`config.mk`:
```
export PLATFORM = sky130hd
export DESIGN_NAME = int_alu_seq_flat
export DESIGN_NICKNAME = d
export VERILOG_FILES = /design/src/rtl/int_alu_seq_pkg.sv /design/src/rtl/int_alu_seq_if.sv /design/src/rtl/int_alu_seq_div_iter.sv /design/src/rtl/int_alu_seq.sv /design/src/flat_wrapper.sv
export SDC_FILE = /design/constraint.sdc
export NUM_CORES = 1
export LEC_CHECK = 0
export CAP_MARGIN = 0
export CORE_MARGIN = 2
export CORE_UTILIZATION = 45
export CTS_CLUSTER_SIZE = 14
export DETAILED_ROUTE_END_ITERATION = 10
export DONT_BUFFER_PORTS = 1
export PLACE_DENSITY = 0.59
export SLEW_MARGIN = 25
export SYNTH_ARGS = -nofsm -noshare
export SYNTH_HDL_FRONTEND = slang
export SYNTH_HIERARCHICAL = 1
export SYNTH_SLANG_ARGS = --single-unit
```
`constraint.sdc`:
```
create_clock -name clk -period 3.9 [get_ports clk]
set_input_delay 0.78 -clock clk [delete_from_list [all_inputs] [get_ports clk]]
set_output_delay 0.78 -clock clk [all_outputs]
set_load 0.01 [all_outputs]
```
`src/rtl/int_alu_seq_pkg.sv`:
```
// Shared opcodes, FSM states and decode helpers for the int_alu_seq execute unit.
package int_alu_seq_pkg;

   typedef enum logic [4:0] {
      ALU_ADD    = 5'd0,
      ALU_SUB    = 5'd1,
      ALU_AND    = 5'd2,
      ALU_OR     = 5'd3,
      ALU_XOR    = 5'd4,
      ALU_SLL    = 5'd5,
      ALU_SRL    = 5'd6,
      ALU_SRA    = 5'd7,
      ALU_LT     = 5'd8,
      ALU_LTU    = 5'd9,
      ALU_EQ     = 5'd10,
      ALU_DIV    = 5'd11,
      ALU_DIVU   = 5'd12,
      ALU_REM    = 5'd13,
      ALU_REMU   = 5'd14,
      ALU_MUL    = 5'd15,
      ALU_MULH   = 5'd16,
      ALU_MULHSU = 5'd17,
      ALU_MULHU  = 5'd18
   } alu_op_e;

   typedef enum logic [1:0] {
      ST_IDLE = 2'd0,
      ST_DIV  = 2'd1,
      ST_FIX  = 2'd2,
      ST_MUL  = 2'd3
   } state_e;

   function automatic logic is_div_op(input logic [4:0] op);
      return (op >= ALU_DIV) && (op <= ALU_REMU);
   endfunction

   function automatic logic is_mul_op(input logic [4:0] op);
      return (op >= ALU_MUL) && (op <= ALU_MULHU);
   endfunction

endpackage

```
`src/rtl/int_alu_seq_if.sv`:
```
// Issue-side and writeback-side handshake bundle of int_alu_seq.
interface int_alu_seq_if #(
   parameter int XLEN  = 32,
   parameter int TAG_W = 5
);
   logic             in_valid;
   logic             in_ready;
   logic [4:0]       in_op;
   logic [XLEN-1:0]  in_a;
   logic [XLEN-1:0]  in_b;
   logic [TAG_W-1:0] in_tag;
   logic             out_valid;
   logic             out_ready;
   logic [XLEN-1:0]  out_y;
   logic [TAG_W-1:0] out_tag;

   modport master (
      output in_valid, in_op, in_a, in_b, in_tag, out_ready,
      input  in_ready, out_valid, out_y, out_tag
   );

   modport slave (
      input  in_valid, in_op, in_a, in_b, in_tag, out_ready,
      output in_ready, out_valid, out_y, out_tag
   );
endinterface

```
`src/rtl/int_alu_seq_div_iter.sv`:
```
// Unsigned restoring radix-2 divider datapath: one quotient bit per cycle, XLEN cycles.
module int_div_iter #(
   parameter int XLEN = 32
) (
   input  logic            clk,
   input  logic            rst_n,
   input  logic            clear_i,
   input  logic            start_i,
   input  logic [XLEN-1:0] dividend_i,
   input  logic [XLEN-1:0] divisor_i,
   output logic [XLEN-1:0] quo_o,
   output logic [XLEN-1:0] rem_o,
   output logic            last_o
);
   localparam int CNT_W = (XLEN > 1) ? $clog2(XLEN) : 1;

   logic [CNT_W-1:0] cnt_q, cnt_d;
   logic             busy_q, busy_d;
   logic [XLEN-1:0]  quo_q, quo_d, rem_q, rem_d, dvs_q, dvs_d;
   logic [XLEN:0]    shifted_s, diff_s;

   // Quotient register doubles as the dividend shift-out source.
   assign shifted_s = {rem_q, quo_q[XLEN-1]};
   assign diff_s    = shifted_s - {1'b0, dvs_q};

   always_comb begin
      cnt_d  = cnt_q;
      busy_d = busy_q;
      quo_d  = quo_q;
      rem_d  = rem_q;
      dvs_d  = dvs_q;
      if (clear_i) begin
         cnt_d  = {CNT_W{1'b0}};
         busy_d = 1'b0;
      end else if (start_i) begin
         cnt_d  = CNT_W'(XLEN - 1);
         busy_d = 1'b1;
         quo_d  = dividend_i;
         rem_d  = {XLEN{1'b0}};
         dvs_d  = divisor_i;
      end else if (busy_q) begin
         rem_d  = diff_s[XLEN] ? shifted_s[XLEN-1:0] : diff_s[XLEN-1:0];
         quo_d  = {quo_q[XLEN-2:0], ~diff_s[XLEN]};
         cnt_d  = cnt_q - {{(CNT_W-1){1'b0}}, 1'b1};
         busy_d = (cnt_q != {CNT_W{1'b0}});
      end else begin
         busy_d = 1'b0;
      end
   end

   always_ff @(posedge clk or negedge rst_n) begin
      if (!rst_n) begin
         cnt_q  <= {CNT_W{1'b0}};
         busy_q <= 1'b0;
         quo_q  <= {XLEN{1'b0}};
         rem_q  <= {XLEN{1'b0}};
         dvs_q  <= {XLEN{1'b0}};
      end else begin
         cnt_q  <= cnt_d;
         busy_q <= busy_d;
         quo_q  <= quo_d;
         rem_q  <= rem_d;
         dvs_q  <= dvs_d;
      end
   end

   assign quo_o  = quo_q;
   assign rem_o  = rem_q;
   assign last_o = busy_q && (cnt_q == {CNT_W{1'b0}});
endmodule

```
`src/rtl/int_alu_seq.sv`:
```
// Handshaked integer execute unit: 1-cycle base ops, iterative divider, optional
// multiplier enabled by defining INT_ALU_MUL_EN.
module int_alu_seq
   import int_alu_seq_pkg::*;
#(
   parameter int XLEN  = 32,
   parameter int TAG_W = 5
) (
   input  logic        clk,
   input  logic        rst_n,
   input  logic        flush,
   int_alu_seq_if.slave bus
);
   localparam int SH_W = $clog2(XLEN);
   localparam logic [XLEN-1:0] MIN_V = {1'b1, {(XLEN-1){1'b0}}};

   state_e           state_q, state_d;
   logic             out_valid_q, out_valid_d;
   logic [XLEN-1:0]  out_y_q, out_y_d;
   logic [TAG_W-1:0] out_tag_q, out_tag_d, tag_q, tag_d;
   logic             negq_q, negq_d, negr_q, negr_d, sel_rem_q, sel_rem_d;

   alu_op_e          op_s;
   logic             accept_s, is_div_s, signed_s, is_rem_s, a_neg_s, b_neg_s;
   logic             div_zero_s, div_ovf_s, special_s, div_start_s, div_last_s;
   logic [SH_W-1:0]  shamt_s;
   logic [XLEN-1:0]  a_s, b_s, a_mag_s, b_mag_s, alu_y_s, special_y_s, fix_y_s;
   logic [XLEN-1:0]  div_quo_s, div_rem_s;

   assign a_s          = bus.in_a;
   assign b_s          = bus.in_b;
   assign op_s         = alu_op_e'(bus.in_op);
   assign shamt_s      = b_s[SH_W-1:0];
   assign bus.in_ready = rst_n && (state_q == ST_IDLE) && (!out_valid_q || bus.out_ready);
   assign accept_s     = bus.in_valid && bus.in_ready;

   assign is_div_s    = is_div_op(bus.in_op);
   assign signed_s    = (op_s == ALU_DIV) || (op_s == ALU_REM);
   assign is_rem_s    = (op_s == ALU_REM) || (op_s == ALU_REMU);
   assign a_neg_s     = signed_s && a_s[XLEN-1];
   assign b_neg_s     = signed_s && b_s[XLEN-1];
   assign a_mag_s     = a_neg_s ? -a_s : a_s;
   assign b_mag_s     = b_neg_s ? -b_s : b_s;
   assign div_zero_s  = (b_s == {XLEN{1'b0}});
   assign div_ovf_s   = signed_s && (a_s == MIN_V) && (b_s == {XLEN{1'b1}});
   assign special_s   = is_div_s && (div_zero_s || div_ovf_s);
   assign div_start_s = accept_s && is_div_s && !special_s && !flush;

   // Single-cycle results; MUL* fall into default when the multiplier is absent.
   always_comb begin
      alu_y_s = {XLEN{1'b0}};
      case (op_s)
         ALU_ADD: alu_y_s = a_s + b_s;
         ALU_SUB: alu_y_s = a_s - b_s;
         ALU_AND: alu_y_s = a_s & b_s;
         ALU_OR:  alu_y_s = a_s | b_s;
         ALU_XOR: alu_y_s = a_s ^ b_s;
         ALU_SLL: alu_y_s = a_s << shamt_s;
         ALU_SRL: alu_y_s = a_s >> shamt_s;
         ALU_SRA: alu_y_s = $signed(a_s) >>> shamt_s;
         ALU_LT:  alu_y_s = {{(XLEN-1){1'b0}}, $signed(a_s) < $signed(b_s)};
         ALU_LTU: alu_y_s = {{(XLEN-1){1'b0}}, a_s < b_s};
         ALU_EQ:  alu_y_s = {{(XLEN-1){1'b0}}, a_s == b_s};
         default: alu_y_s = {XLEN{1'b0}};
      endcase
   end

   always_comb begin
      special_y_s = {XLEN{1'b0}};
      if (div_zero_s) begin
         special_y_s = is_rem_s ? a_s : {XLEN{1'b1}};
      end else if (div_ovf_s) begin
         special_y_s = is_rem_s ? {XLEN{1'b0}} : MIN_V;
      end else begin
         special_y_s = {XLEN{1'b0}};
      end
   end

   int_div_iter #(.XLEN(XLEN)) u_div (
      .clk        (clk),
      .rst_n      (rst_n),
      .clear_i    (flush),
      .start_i    (div_start_s),
      .dividend_i (a_mag_s),
      .divisor_i  (b_mag_s),
      .quo_o      (div_quo_s),
      .rem_o      (div_rem_s),
      .last_o     (div_last_s)
   );

   assign fix_y_s = sel_rem_q ? (negr_q ? -div_rem_s : div_rem_s)
                              : (negq_q ? -div_quo_s : div_quo_s);

`ifdef INT_ALU_MUL_EN
   logic [XLEN:0]     mul_a_q, mul_a_d, mul_b_q, mul_b_d;
   logic              mul_hi_q, mul_hi_d;
   logic [2*XLEN-1:0] prod_s;
   logic [XLEN-1:0]   mul_y_s;

   // Operands are pre-extended by one bit so one signed product covers all four variants.
   assign prod_s  = {{(XLEN-1){mul_a_q[XLEN]}}, mul_a_q} * {{(XLEN-1){mul_b_q[XLEN]}}, mul_b_q};
   assign mul_y_s = mul_hi_q ? prod_s[2*XLEN-1:XLEN] : prod_s[XLEN-1:0];

   always_ff @(posedge clk or negedge rst_n) begin
      if (!rst_n) begin
         mul_a_q  <= {(XLEN+1){1'b0}};
         mul_b_q  <= {(XLEN+1){1'b0}};
         mul_hi_q <= 1'b0;
      end else begin
         mul_a_q  <= mul_a_d;
         mul_b_q  <= mul_b_d;
         mul_hi_q <= mul_hi_d;
      end
   end
`endif

   always_comb begin
      state_d     = state_q;
      out_valid_d = out_valid_q && !bus.out_ready;
      out_y_d     = out_y_q;
      out_tag_d   = out_tag_q;
      tag_d       = tag_q;
      negq_d      = negq_q;
      negr_d      = negr_q;
      sel_rem_d   = sel_rem_q;
`ifdef INT_ALU_MUL_EN
      mul_a_d     = mul_a_q;
      mul_b_d     = mul_b_q;
      mul_hi_d    = mul_hi_q;
`endif
      if (flush) begin
         state_d     = ST_IDLE;
         out_valid_d = 1'b0;
      end else begin
         case (state_q)
            ST_IDLE: begin
               if (accept_s && is_div_s && !special_s) begin
                  state_d   = ST_DIV;
                  tag_d     = bus.in_tag;
                  negq_d    = a_neg_s ^ b_neg_s;
                  negr_d    = a_neg_s;
                  sel_rem_d = is_rem_s;
`ifdef INT_ALU_MUL_EN
               end else if (accept_s && is_mul_op(bus.in_op)) begin
                  state_d  = ST_MUL;
                  tag_d    = bus.in_tag;
                  mul_a_d  = {(op_s != ALU_MULHU) && a_s[XLEN-1], a_s};
                  mul_b_d  = {((op_s == ALU_MUL) || (op_s == ALU_MULH)) && b_s[XLEN-1], b_s};
                  mul_hi_d = (op_s != ALU_MUL);
`endif
               end else if (accept_s) begin
                  out_valid_d = 1'b1;
                  out_y_d     = special_s ? special_y_s : alu_y_s;
                  out_tag_d   = bus.in_tag;
               end else begin
                  state_d = ST_IDLE;
               end
            end
            ST_DIV: begin
               if (div_last_s) begin
                  state_d = ST_FIX;
               end else begin
                  state_d = ST_DIV;
               end
            end
            ST_FIX: begin
               state_d     = ST_IDLE;
               out_valid_d = 1'b1;
               out_y_d     = fix_y_s;
               out_tag_d   = tag_q;
            end
`ifdef INT_ALU_MUL_EN
            ST_MUL: begin
               state_d     = ST_IDLE;
               out_valid_d = 1'b1;
               out_y_d     = mul_y_s;
               out_tag_d   = tag_q;
            end
`endif
            default: state_d = ST_IDLE;
         endcase
      end
   end

   always_ff @(posedge clk or negedge rst_n) begin
      if (!rst_n) begin
         state_q     <= ST_IDLE;
         out_valid_q <= 1'b0;
         out_y_q     <= {XLEN{1'b0}};
         out_tag_q   <= {TAG_W{1'b0}};
         tag_q       <= {TAG_W{1'b0}};
         negq_q      <= 1'b0;
         negr_q      <= 1'b0;
         sel_rem_q   <= 1'b0;
      end else begin
         state_q     <= state_d;
         out_valid_q <= out_valid_d;
         out_y_q     <= out_y_d;
         out_tag_q   <= out_tag_d;
         tag_q       <= tag_d;
         negq_q      <= negq_d;
         negr_q      <= negr_d;
         sel_rem_q   <= sel_rem_d;
      end
   end

   assign bus.out_valid = out_valid_q;
   assign bus.out_y     = out_y_q;
   assign bus.out_tag   = out_tag_q;
endmodule
```
`src/flat_wrapper.sv`:
```
// flat-port wrapper written by rule: the top's interface ports become plain ports
module int_alu_seq_flat import int_alu_seq_pkg::*;
#(
   parameter int XLEN  = 32,
   parameter int TAG_W = 5
)
  (clk, rst_n, flush, bus_in_valid, bus_in_op, bus_in_a, bus_in_b, bus_in_tag, bus_out_ready, bus_in_ready, bus_out_valid, bus_out_y, bus_out_tag);
  int_alu_seq_if #(.XLEN(XLEN), .TAG_W(TAG_W)) bus_i ();
  input  logic clk;
  input  logic rst_n;
  input  logic flush;
  input wire logic [$bits(bus_i.in_valid)-1:0] bus_in_valid;
  input wire logic [$bits(bus_i.in_op)-1:0] bus_in_op;
  input wire logic [$bits(bus_i.in_a)-1:0] bus_in_a;
  input wire logic [$bits(bus_i.in_b)-1:0] bus_in_b;
  input wire logic [$bits(bus_i.in_tag)-1:0] bus_in_tag;
  input wire logic [$bits(bus_i.out_ready)-1:0] bus_out_ready;
  output wire logic [$bits(bus_i.in_ready)-1:0] bus_in_ready;
  output wire logic [$bits(bus_i.out_valid)-1:0] bus_out_valid;
  output wire logic [$bits(bus_i.out_y)-1:0] bus_out_y;
  output wire logic [$bits(bus_i.out_tag)-1:0] bus_out_tag;
  assign bus_i.in_valid = bus_in_valid;
  assign bus_i.in_op = bus_in_op;
  assign bus_i.in_a = bus_in_a;
  assign bus_i.in_b = bus_in_b;
  assign bus_i.in_tag = bus_in_tag;
  assign bus_i.out_ready = bus_out_ready;
  assign bus_in_ready = bus_i.in_ready;
  assign bus_out_valid = bus_i.out_valid;
  assign bus_out_y = bus_i.out_y;
  assign bus_out_tag = bus_i.out_tag;
  int_alu_seq #(.XLEN(XLEN), .TAG_W(TAG_W)) u_core (.clk(clk), .rst_n(rst_n), .flush(flush), .bus(bus_i));
endmodule
```
* Word level (Yosys, flattened, before mapping)
Cells that the tools add are included.
** Storage, ports and cells
- Bits in registers :: 150
- Bits of input ports :: 79
** Operators by class
- $add $sub $neg :: 8
- Order comparisons :: 4
- Eq/ne operators :: 21
- Shift operators :: 3
- Mux-type cells :: 37
- Bitwise logic cells :: 6
- Reductions and logical operators :: 34
** Operators by type and width (number)
- 32-bit two-way mux :: 17
- 32-bit one-hot mux with 11 select lines :: 1
- 32-bit negator :: 4
- 32-bit == test, second input constant :: 2
- 32-bit < comparator :: 2
- 32-bit one-hot mux with 2 select lines :: 1
- 33-bit by 32-bit subtractor with 33-bit output :: 1
- 32-bit adder :: 1
- 32-bit bitwise AND :: 1
- 32-bit == test :: 1
- 32-bit logical NOT :: 1
- 32-bit OR :: 1
- 32-bit by 5-bit left shift with 32-bit output :: 1
- 32-bit by 5-bit right shift with 32-bit output :: 1
- 32-bit by 5-bit >>> shifter with 32-bit output :: 1
- 32-bit subtractor :: 1
- 32-bit XOR :: 1
- 5-bit by 4-bit == test with 1-bit output, second input constant :: 6
- 5-bit two-way mux :: 5
- 5-bit by 3-bit == test with 1-bit output, second input constant :: 4
- 1-bit logical AND :: 14
- 5-bit by 2-bit == test with 1-bit output, second input constant :: 2
- 5-bit logical NOT :: 2
- 5-bit one-hot mux with 2 select lines :: 1
- other kinds (24) :: 41

* Depth between registers and ports, before layout
Gate-level depths: netlist of the first run.
- Depth after elaboration :: 11
- Gate-level depth with buffers :: 20
- Gate-level depth less buffers :: 15

* By module
The synthesis of the first run kept the hierarchy.
** By module, submodules not included
- int_alu_seq :: times used 1, cells an instance 2097, area each 14571.5 sq um
- int_div_iter :: times used 1, cells an instance 756, area each 6520.0 sq um

* Worst setup path after synthesis of the first run
OpenSTA, ideal clock, no wires.
- Path kind :: input-to-reg
- Start point :: in bus_in_b[0]
- End point :: reg u_core.u_div.rem_q[30], in the netlist u_core/u_div/rem_o[30]
- Library setup time :: 77 ps
- Arrival time :: 4715 ps
- Path slack :: -893 ps
- Stages on the path :: 19
- Buffers on the path :: 6
- Cells stage by stage :: buf_2 -> inv_1 -> buf_2 -> clkbuf_1 -> ha_1 -> nor3b_1 -> nand3_1 -> nand4b_1 -> nand3_1 -> or2_2 -> nor2_1 -> clkbuf_1 -> nor2_1 -> or2_2 -> nor2_1 -> clkbuf_1 -> clkbuf_1 -> o31ai_1 -> a21oi_1
** Between the ends
- Cells in the longest elaborated chain, start to end :: 9
- Elaborated cells on any way between the ends :: 11
** RTL lines
- start, declared :: RTL line flat_wrapper.sv:15 : input wire logic [$bits(bus_i.in_b)-1:0] bus_in_b;
- 32-bit == test :: RTL line int_alu_seq.sv:45 : assign div_ovf_s = signed_s && (a_s == MIN_V) && (b_s == {XLEN{1'b1}});
- 1-bit logical AND :: RTL line int_alu_seq.sv:45
- 1-bit logical OR * :: RTL line int_alu_seq.sv:46 : assign special_s = is_div_s && (div_zero_s || div_ovf_s);
- 1-bit logical AND * :: RTL line int_alu_seq.sv:46
- 1-bit logical NOT * :: RTL line int_alu_seq.sv:47 : assign div_start_s = accept_s && is_div_s && !special_s && !flush;
- 1-bit logical AND * (2 in a row) :: RTL line int_alu_seq.sv:47
- named net u_core.div_start_s :: RTL line int_alu_seq.sv:25 : logic div_zero_s, div_ovf_s, special_s, div_start_s, div_last_s;
- 2-bit nonzero test (no source line)
- 2-bit AND reduction (no source line)
- end signal, assigned :: RTL line int_alu_seq_div_iter.sv:56 : rem_q <= {XLEN{1'b0}};
- end signal, assigned :: RTL line int_alu_seq_div_iter.sv:62 : rem_q <= rem_d;
- end, declared :: RTL line int_alu_seq_div_iter.sv:19 : logic [XLEN-1:0] quo_q, quo_d, rem_q, rem_d, dvs_q, dvs_d;
The timed path passes the listed nets; every way through them passes the cells marked *.
A chain may end at the register's enable or synchronous reset.

* Worst setup path after layout of the first run
- Start point :: in bus_in_a[0]
- End point :: reg u_core.out_y_q[0], in the netlist u_core/bus.out_y[0]
** Between the ends
- Cells in the longest elaborated chain, start to end :: 9
- Elaborated cells on any way between the ends :: 28
** RTL lines
- start, declared :: RTL line flat_wrapper.sv:14 : input wire logic [$bits(bus_i.in_a)-1:0] bus_in_a;
- parallel branches: the longest is 9 deep, another holds 32-bit subtractor
- end signal, assigned :: RTL line int_alu_seq.sv:189 : out_y_q <= {XLEN{1'b0}};
- end signal, assigned :: RTL line int_alu_seq.sv:198 : out_y_q <= out_y_d;
- end, declared :: RTL line int_alu_seq.sv:19 : logic [XLEN-1:0] out_y_q, out_y_d;
Parallel ways; which one is timed is not known. The select of a mux whose other input is x is not followed.

==> reports/results.txt, run 1 <==
Status -> finished, violations left
Violated checks -> setup timing
RSZ-0062 raised after global routing -> no
Critical Path AT -> 4.28 ns
CTS Root Cell -> clkbuf_16
Main combinational cell family by area after synthesis -> compound AO/OA/AOI/OAI gates
Post-synth ARST share -> 100%
Area contributors post-synth -> dfrtp_1 18%, ha_1 8.5%, nand2_1 6.0%, o21ai_0 5.7%, xnor2_1 5.2%
Pwr dens -> 266 nW/um^2
Dpl cells -> 3488
Netlist cell types -> 97
Critical path class -> in2reg
Simple-Gate Fraction of Synth Area -> 21.3%
CTS sink cnt -> 150
Final slew viol count -> 0
Number of detailed-route iterations in the first pass -> 6
Synth Area in Adders -> 8.77%
Final Cycle Share -> 100%
Residual DRC count -> 0
Max cap viols -> 0
CTS Hold Bufs -> 0
Die width -> 220 um
Final setup violating endpoints -> 1
Synth Cell Area -> 21100 um^2
Fill cells -> 4641
Post-DP HPWL -> 86400 um
Setup TNS Final -> -0.00237 ns
Tmin final -> 3.90 ns
Routed WL per cell -> 31.3 um
GR Util All Layers -> 44.3%
Sequential fraction of the synthesis area -> 17.8%
Routability congestion estimate -> 1.09
Fin nets -> 3125
Mapped Cells -> 2853
Peak supply drop -> 0.405 mV
Post-CTS setup buffer count -> 0
CTS H-Tree Depth -> 4
Clk_skew -> 0.0102 ns
Post-synth EDFFs -> 0
Area share of the leading cell type in the synthesized netlist -> 17.8%
Chip Height -> 220 um
Worst EP required -> 4.28 ns
Area delta synth->final -> 11.3%
Syn nets -> 3078
Final core occ -> 50.6%
Pin count of the biggest net entering global routing -> 153
Worst setup EP type -> flip-flop
Clock transition at path regs -> 0.07 ns
CP max FO -> 8
Worst R2R Start -> u_core/u_div/quo_o[31]
Initial Util -> 45.5%
Layout cell share with drive strength beyond 1 -> 13.5%
Slowest Stage Delay on Critical Path -> 0.73 ns
Fin cells -> 3522
Ports -> 118
Number of global-route vias before repair -> 22388
CTS tree -> built
Final Hold Fails -> 0
Wirelength, routed -> 110000 um
First-pass GRT wire length -> 156000 um
Min-Delay Path Class -> in2async
Most used DFF post-synth -> dfrtp_1
Worst R2R End -> u_core/u_div/rem_o[0]
Max Root-Sink Buffers -> 2
Final ANT Viol Nets -> 0
Row Count -> 79
Core Footprint -> 46400 um^2
Post-synthesis compound-gate area fraction -> 27.6%
Crit-path cells -> inv_1 -> buf_4 -> ha_1 -> inv_1 -> fa_1 -> nor2b_1 -> o211ai_1 -> a32oi_1 -> a21oi_1 -> o21ai_0 -> a211oi_2 -> xnor2_1 -> o211ai_1 -> a22o_1
Slowest-stage cell, CP -> o211ai_1
Initial antenna violation count -> 4
Max Fclk -> 256 MHz
Detailed Route Iter0 Violations -> 3791
DP Worst Slack -> -0.297 ns
P_leak -> 9.94 nW
DR vias/cell -> 6.91
Yosys reg bits -> 150
Cell taking the most area after synthesis -> dfrtp_1
Final setup slack of the worst path -> -0.00237 ns
Yosys Warn Count -> 6
Mean Syn Cell Area -> 7.39 um^2
Gr ovfl total -> 0
Die ar. -> 48600 um^2
Reg2Reg Setup Slack -> 0.28 ns
Port Buffers -> 0
Post-synthesis mux area share -> 10.1%
Actual slew at the worst max-slew pin -> 1.11 ns
R2r worst-path depth -> 12
Clock Latency Late Sink -> 0.44 ns
Synth Area in XOR/XNOR -> 7.60%
Max-Slew Margin vs Limit -> 25.2%
Via count -> 24342
Worst Setup Start Kind -> primary input
Total CTS buffers -> 17
critical path: cells and delay by family:
kind                       cells  cell delay, ns
AOI/OAI and AO/OA              7            2.35
adders and majority gates      2            0.59
buffers and inverters          3            0.25
and+or+nand+nor                1            0.18
xor gates and xnor gates       1            0.12
through the flow:
stage / total power, mW / hold slack (ns) / instance area, um^2
finish: 6.24 / 0.0272 / 23500
global route: 6.48 / 0.00191 / 23500
CTS: 6.14 / 0.00958 / 23500
detailed placement: 4.40 / 0.488 / 22900
global placement: 4.38 / 0.488 / 22800
floorplan: 3.56 / 0.479 / 21200
timing repair:
| item | 4_1_cts | 5_1_grt |
|---|---|---|
| endpoints found under the hold margin | 0 | 0 |
| resized for setup | 0 | 1 |
| setup endpoints to repair | 0 | 1 |
cells by family after synthesis:
family	count (synthesis)
and+or+nand+nor	942
xor gates and xnor gates	183
AOI/OAI and AO/OA	903
buffers and inverters	362
adders and majority gates	146
muxes	167
DFF	150
routing by layer:
layer | global-route usage [%] | part of all wire [%] | vias up
li1 | - | - | 10534
met2 | 67.4 | 43 | 1695
met3 | 11.4 | 11 | 386
met4 | 28.2 | 7.7 | 6
met5 | 0 | 0.085 | -
met1 | 55.8 | 38 | 11721
area by class of cell:
type,instances,area [um^2],share of cell area [%]
Sequential cell,150,3750,16.0
Inverter,153,577,2.46
Tap cell,607,759,3.24
Multi-Input combinational cell,2341,15900,67.9
Clock buffer,19,443,1.89
Clock inverter,13,168,0.714
Timing Repair Buffer,237,1830,7.79
Antenna cell,2,5.00,0.0213
synth_stat cells, types with 18 or more instances:
library cell,instances
nand2_1,335
nor2b_1,19
mux2i_1,96
o21ai_1,22
o21ai_0,241
or3_1,20
mux2_2,38
a221o_1,18
nor3_1,70
o31ai_1,41
a21o_1,29
xnor2_1,126
nand4_1,35
nand3_1,46
a211oi_1,23
a31oi_1,40
ha_1,143
a221oi_1,25
and3_1,21
o22ai_1,23
inv_1,147
mux4_2,30
dfrtp_1,150
nor4_1,35
buf_2,33
nor2_1,249
o211ai_1,61
clkbuf_1,151
xor2_1,57
a21oi_1,209
and2_1,20
flip-flops by register name, summed over array words and instances, names as in the netlist, 2 cells and up:
name	count
u_core/bus.out_y	32
u_core/u_div/dvs_q	32
u_core/bus.out_tag	5
u_core/u_div/quo_o	32
u_core/u_div/cnt_q	5
u_core/state_q	2
u_core/u_div/rem_o	32
u_core/tag_q	5
worst max path at each step:
stage | startpoint | to | depth (start not counted)
2_1_floorplan | bus_in_b[0] | u_core/u_div/rem_o[30] | 20
3_3_place_gp | bus_in_a[0] | u_core/bus.out_y[0] | 14
3_5_place_dp | bus_in_a[0] | u_core/bus.out_y[0] | 14
4_1_cts | bus_in_a[0] | u_core/bus.out_y[0] | 14
5_1_grt | bus_in_a[0] | u_core/bus.out_y[0] | 14
6_report | bus_in_a[0] | u_core/bus.out_y[0] | 14
where the power goes:
group          internal [mW]  switching [mW]
logic                  0.975            1.63
clock network           1.03           0.711
registers               1.72           0.172
cell usage in the layout, fill, tap and decap left out, types with 23 or more instances in the layout:
master	instances
nand3_1	46
a31oi_1	40
o21ai_0	241
nor4_1	35
a21o_1	29
mux2_2	38
ha_1	142
a21oi_1	209
a221oi_1	25
xnor2_1	126
mux4_2	30
buf_4	233
o211ai_1	61
nor2_1	246
xor2_1	57
nor3_1	70
inv_1	147
o22ai_1	23
nand4_1	35
o31ai_1	41
dfrtp_1	150
nand2_1	335
mux2i_1	96
Power figures use the tool's default switching activity.
==> run 2, diff against run 1 <==
==> constraint.sdc (replaced) <==
create_clock -name clk -period 3.9 [get_ports clk]
set_input_delay 0.39 -clock clk [delete_from_list [all_inputs] [get_ports clk]]
set_output_delay 0.39 -clock clk [all_outputs]
set_load 0.01 [all_outputs]
==> run 2 against run 1 <==
  * First-iteration DRC count is 2.5% lower
  * Clock skew fell by 0.00073 ns
  * Sequential share of layout area is 0.46 points higher
  * Core utilization shrank 1.4 points
  * Final area decreased by 2.8%
  * Critical endpoint is now u_core/u_div/rem_o[0]
  * Global-route usage increased by 0.59 points
  * Critical path depth is 2 lower
  * Power shrank 0.96%
  * The flow now finishes without violations
  * Maximum frequency increased by 3.8%
  * Register-to-register slack got worse by 0.14 ns
==> reports/results.txt, run 2 (synthesized netlist as in run 1, its figures left out) <==
Reg2Reg Setup Slack -> 0.14 ns
Clock transition at path regs -> 0.07 ns
Layout cell share with drive strength beyond 1 -> 10.6%
Dpl cells -> 3400
First-pass GRT wire length -> 158000 um
CTS sink cnt -> 150
Max Fclk -> 266 MHz
Worst R2R Start -> u_core/u_div/quo_o[31]
Die ar. -> 48600 um^2
R2r worst-path depth -> 12
Commonest cells after routing, fill and taps aside -> 335 x nand2_1, 246 x nor2_1, 241 x o21ai_0
Residual DRC count -> 0
Power, Total -> 6.18 mW
Final setup violating endpoints -> 0
Post-CTS setup buffer count -> 0
GR Util All Layers -> 44.9%
Routability congestion estimate -> 1.13
Port Buffers -> 0
Hold_ws -> 0.0184 ns
Min-Delay Path Class -> in2reg
Critical path class -> reg2reg
Final Hold Fails -> 0
CP max FO -> 28
Tmin final -> 3.76 ns
Detailed Route Iter0 Violations -> 3697
Number of detailed-route iterations in the first pass -> 6
Clk_skew -> 0.00943 ns
Fin cells -> 3438
Peak supply drop -> 0.385 mV
Critical Path AT -> 4.06 ns
Wirelength, routed -> 112000 um
DR vias/cell -> 7.05
Hold Path End -> u_core/u_div/cnt_q[3]
Final Cycle Share -> 96.4%
Fin nets -> 3040
P_leak -> 9.51 nW
CTS H-Tree Depth -> 4
Routed WL per cell -> 32.4 um
Total CTS buffers -> 17
Slowest-stage cell, CP -> o311ai_0
Area delta synth->final -> 8.17%
Core Footprint -> 46400 um^2
Final ANT Viol Nets -> 0
Initial Util -> 45.5%
Gr ovfl total -> 0
WHS Path Cells -> 1
Via count -> 24248
Commonest non-fill, non-tap cell in the layout -> nand2_1
CTS tree -> built
RSZ-0062 raised after global routing -> no
Worst EP required -> 4.20 ns
Number of global-route vias before repair -> 22613
Crit-path cells -> inv_1 -> ha_1 -> inv_1 -> fa_1 -> a21o_1 -> a221oi_2 -> nand3_1 -> and3_1 -> o21a_4 -> mux2i_4 -> nand2_4 -> o311ai_0
Die width -> 220 um
Hold path start -> flush
Worst Setup Start Kind -> flip-flop
Actual slew at the worst max-slew pin -> 1.07 ns
Chip Height -> 220 um
Status -> finished, final reports clean
Post-DP HPWL -> 86600 um
Final slew viol count -> 0
Pin count of the biggest net entering global routing -> 151
Slowest Stage Delay on Critical Path -> 0.50 ns
Worst setup EP type -> flip-flop
Ports -> 118
Clock Latency Late Sink -> 0.44 ns
Max-Slew Margin vs Limit -> 27.6%
CTS Root Cell -> clkbuf_16
Worst R2R End -> u_core/u_div/rem_o[0]
Crit-path most repeated cell -> inv_1
Max cap viols -> 0
Max Root-Sink Buffers -> 2
Pwr dens -> 271 nW/um^2
Initial antenna violation count -> 10
Row Count -> 79
-- run 2: changes by cell type in the layout (fill, tap and decap cells not counted), sizes merged --
cell         change
buf             -87
clkinvlp         -1
diode            +2
clkbuf           -1
inv              -4
dlygate4sd3      +2
clkinv           +5
-- run 2: cell type report --
type                       instances  area (um^2)
antenna                            4         10.0
tap                              607          759
multi-input combinational       2341        15900
timing repair buffer             152         1190
clock inverter                    13          158
clock buffer                      18          429
inverter                         153          574
sequential                       150         3750
fill                            4643        23500
-- run 2: layer usage --
metal | vias to the layer above | global-route usage [%] | part of all wire [%]
li1 | 10370 | - | -
met1 | 11685 | 55.4 | 38
met2 | 1778 | 67.5 | 42
met3 | 405 | 14.9 | 12
met4 | 10 | 28.1 | 7.5
met5 | - | 0 | 0.065
-- run 2: through the flow --
stage | instance area (um^2) | TNS, ns | setup WS, ns | util, %
2_1_floorplan | 21100 | -0.00724 | -0.00724 | -
5_1_grt | 22800 | 0 | 0.00966 | 49.2
3_3_place_gp | 22100 | 0 | 0.0315 | 47.8
3_5_place_dp | 22100 | 0 | 0.0927 | 47.8
6_report | 22800 | 0 | 0.141 | 49.2
4_1_cts | 22800 | 0 | 0.314 | 49.1
-- run 2: critical path, delay by kind of cell (launching register included) --
family                     cells  cell delay [ns]
DFF                            1             0.41
buffers and inverters          2             0.16
adders and majority gates      2             0.58
muxes                          1             0.31
AOI/OAI and AO/OA              4             1.40
and+or+nand+nor                3             0.75
-- run 2: timing repair --
item                       in CTS  in global routing
hold endpoints to repair      157                  0
resized for setup               0                  1
setup endpoints to repair       0                  1
hold buffers                    3                  0
-- run 2: where the power goes --
group / internal, mW / total, mW / leakage, nW / switching [mW]
Sequential: 1.72 / 1.93 / 1.92 / 0.209
Clock: 0.999 / 1.68 / 0.290 / 0.683
Combinational: 0.908 / 2.57 / 7.30 / 1.66
Total: 3.63 / 6.18 / 9.51 / 2.55
-- run 2: worst max path at each step --
stage | slack, ns | startpoint | depth (start not counted) | endpoint
detailed placement | 0.09 | bus_in_b[0] | 11 | u_core/bus.out_y[24]
global route | 0.01 | u_core/u_div/quo_o[31] | 12 | u_core/u_div/rem_o[0]
floorplan | -0.007 | bus_in_b[0] | 20 | u_core/u_div/rem_o[30]
global placement | 0.03 | bus_in_b[0] | 11 | u_core/bus.out_y[24]
CTS | 0.31 | u_core/bus.out_valid | 11 | u_core/u_div/rem_o[27]
finish | 0.14 | u_core/u_div/quo_o[31] | 12 | u_core/u_div/rem_o[0]
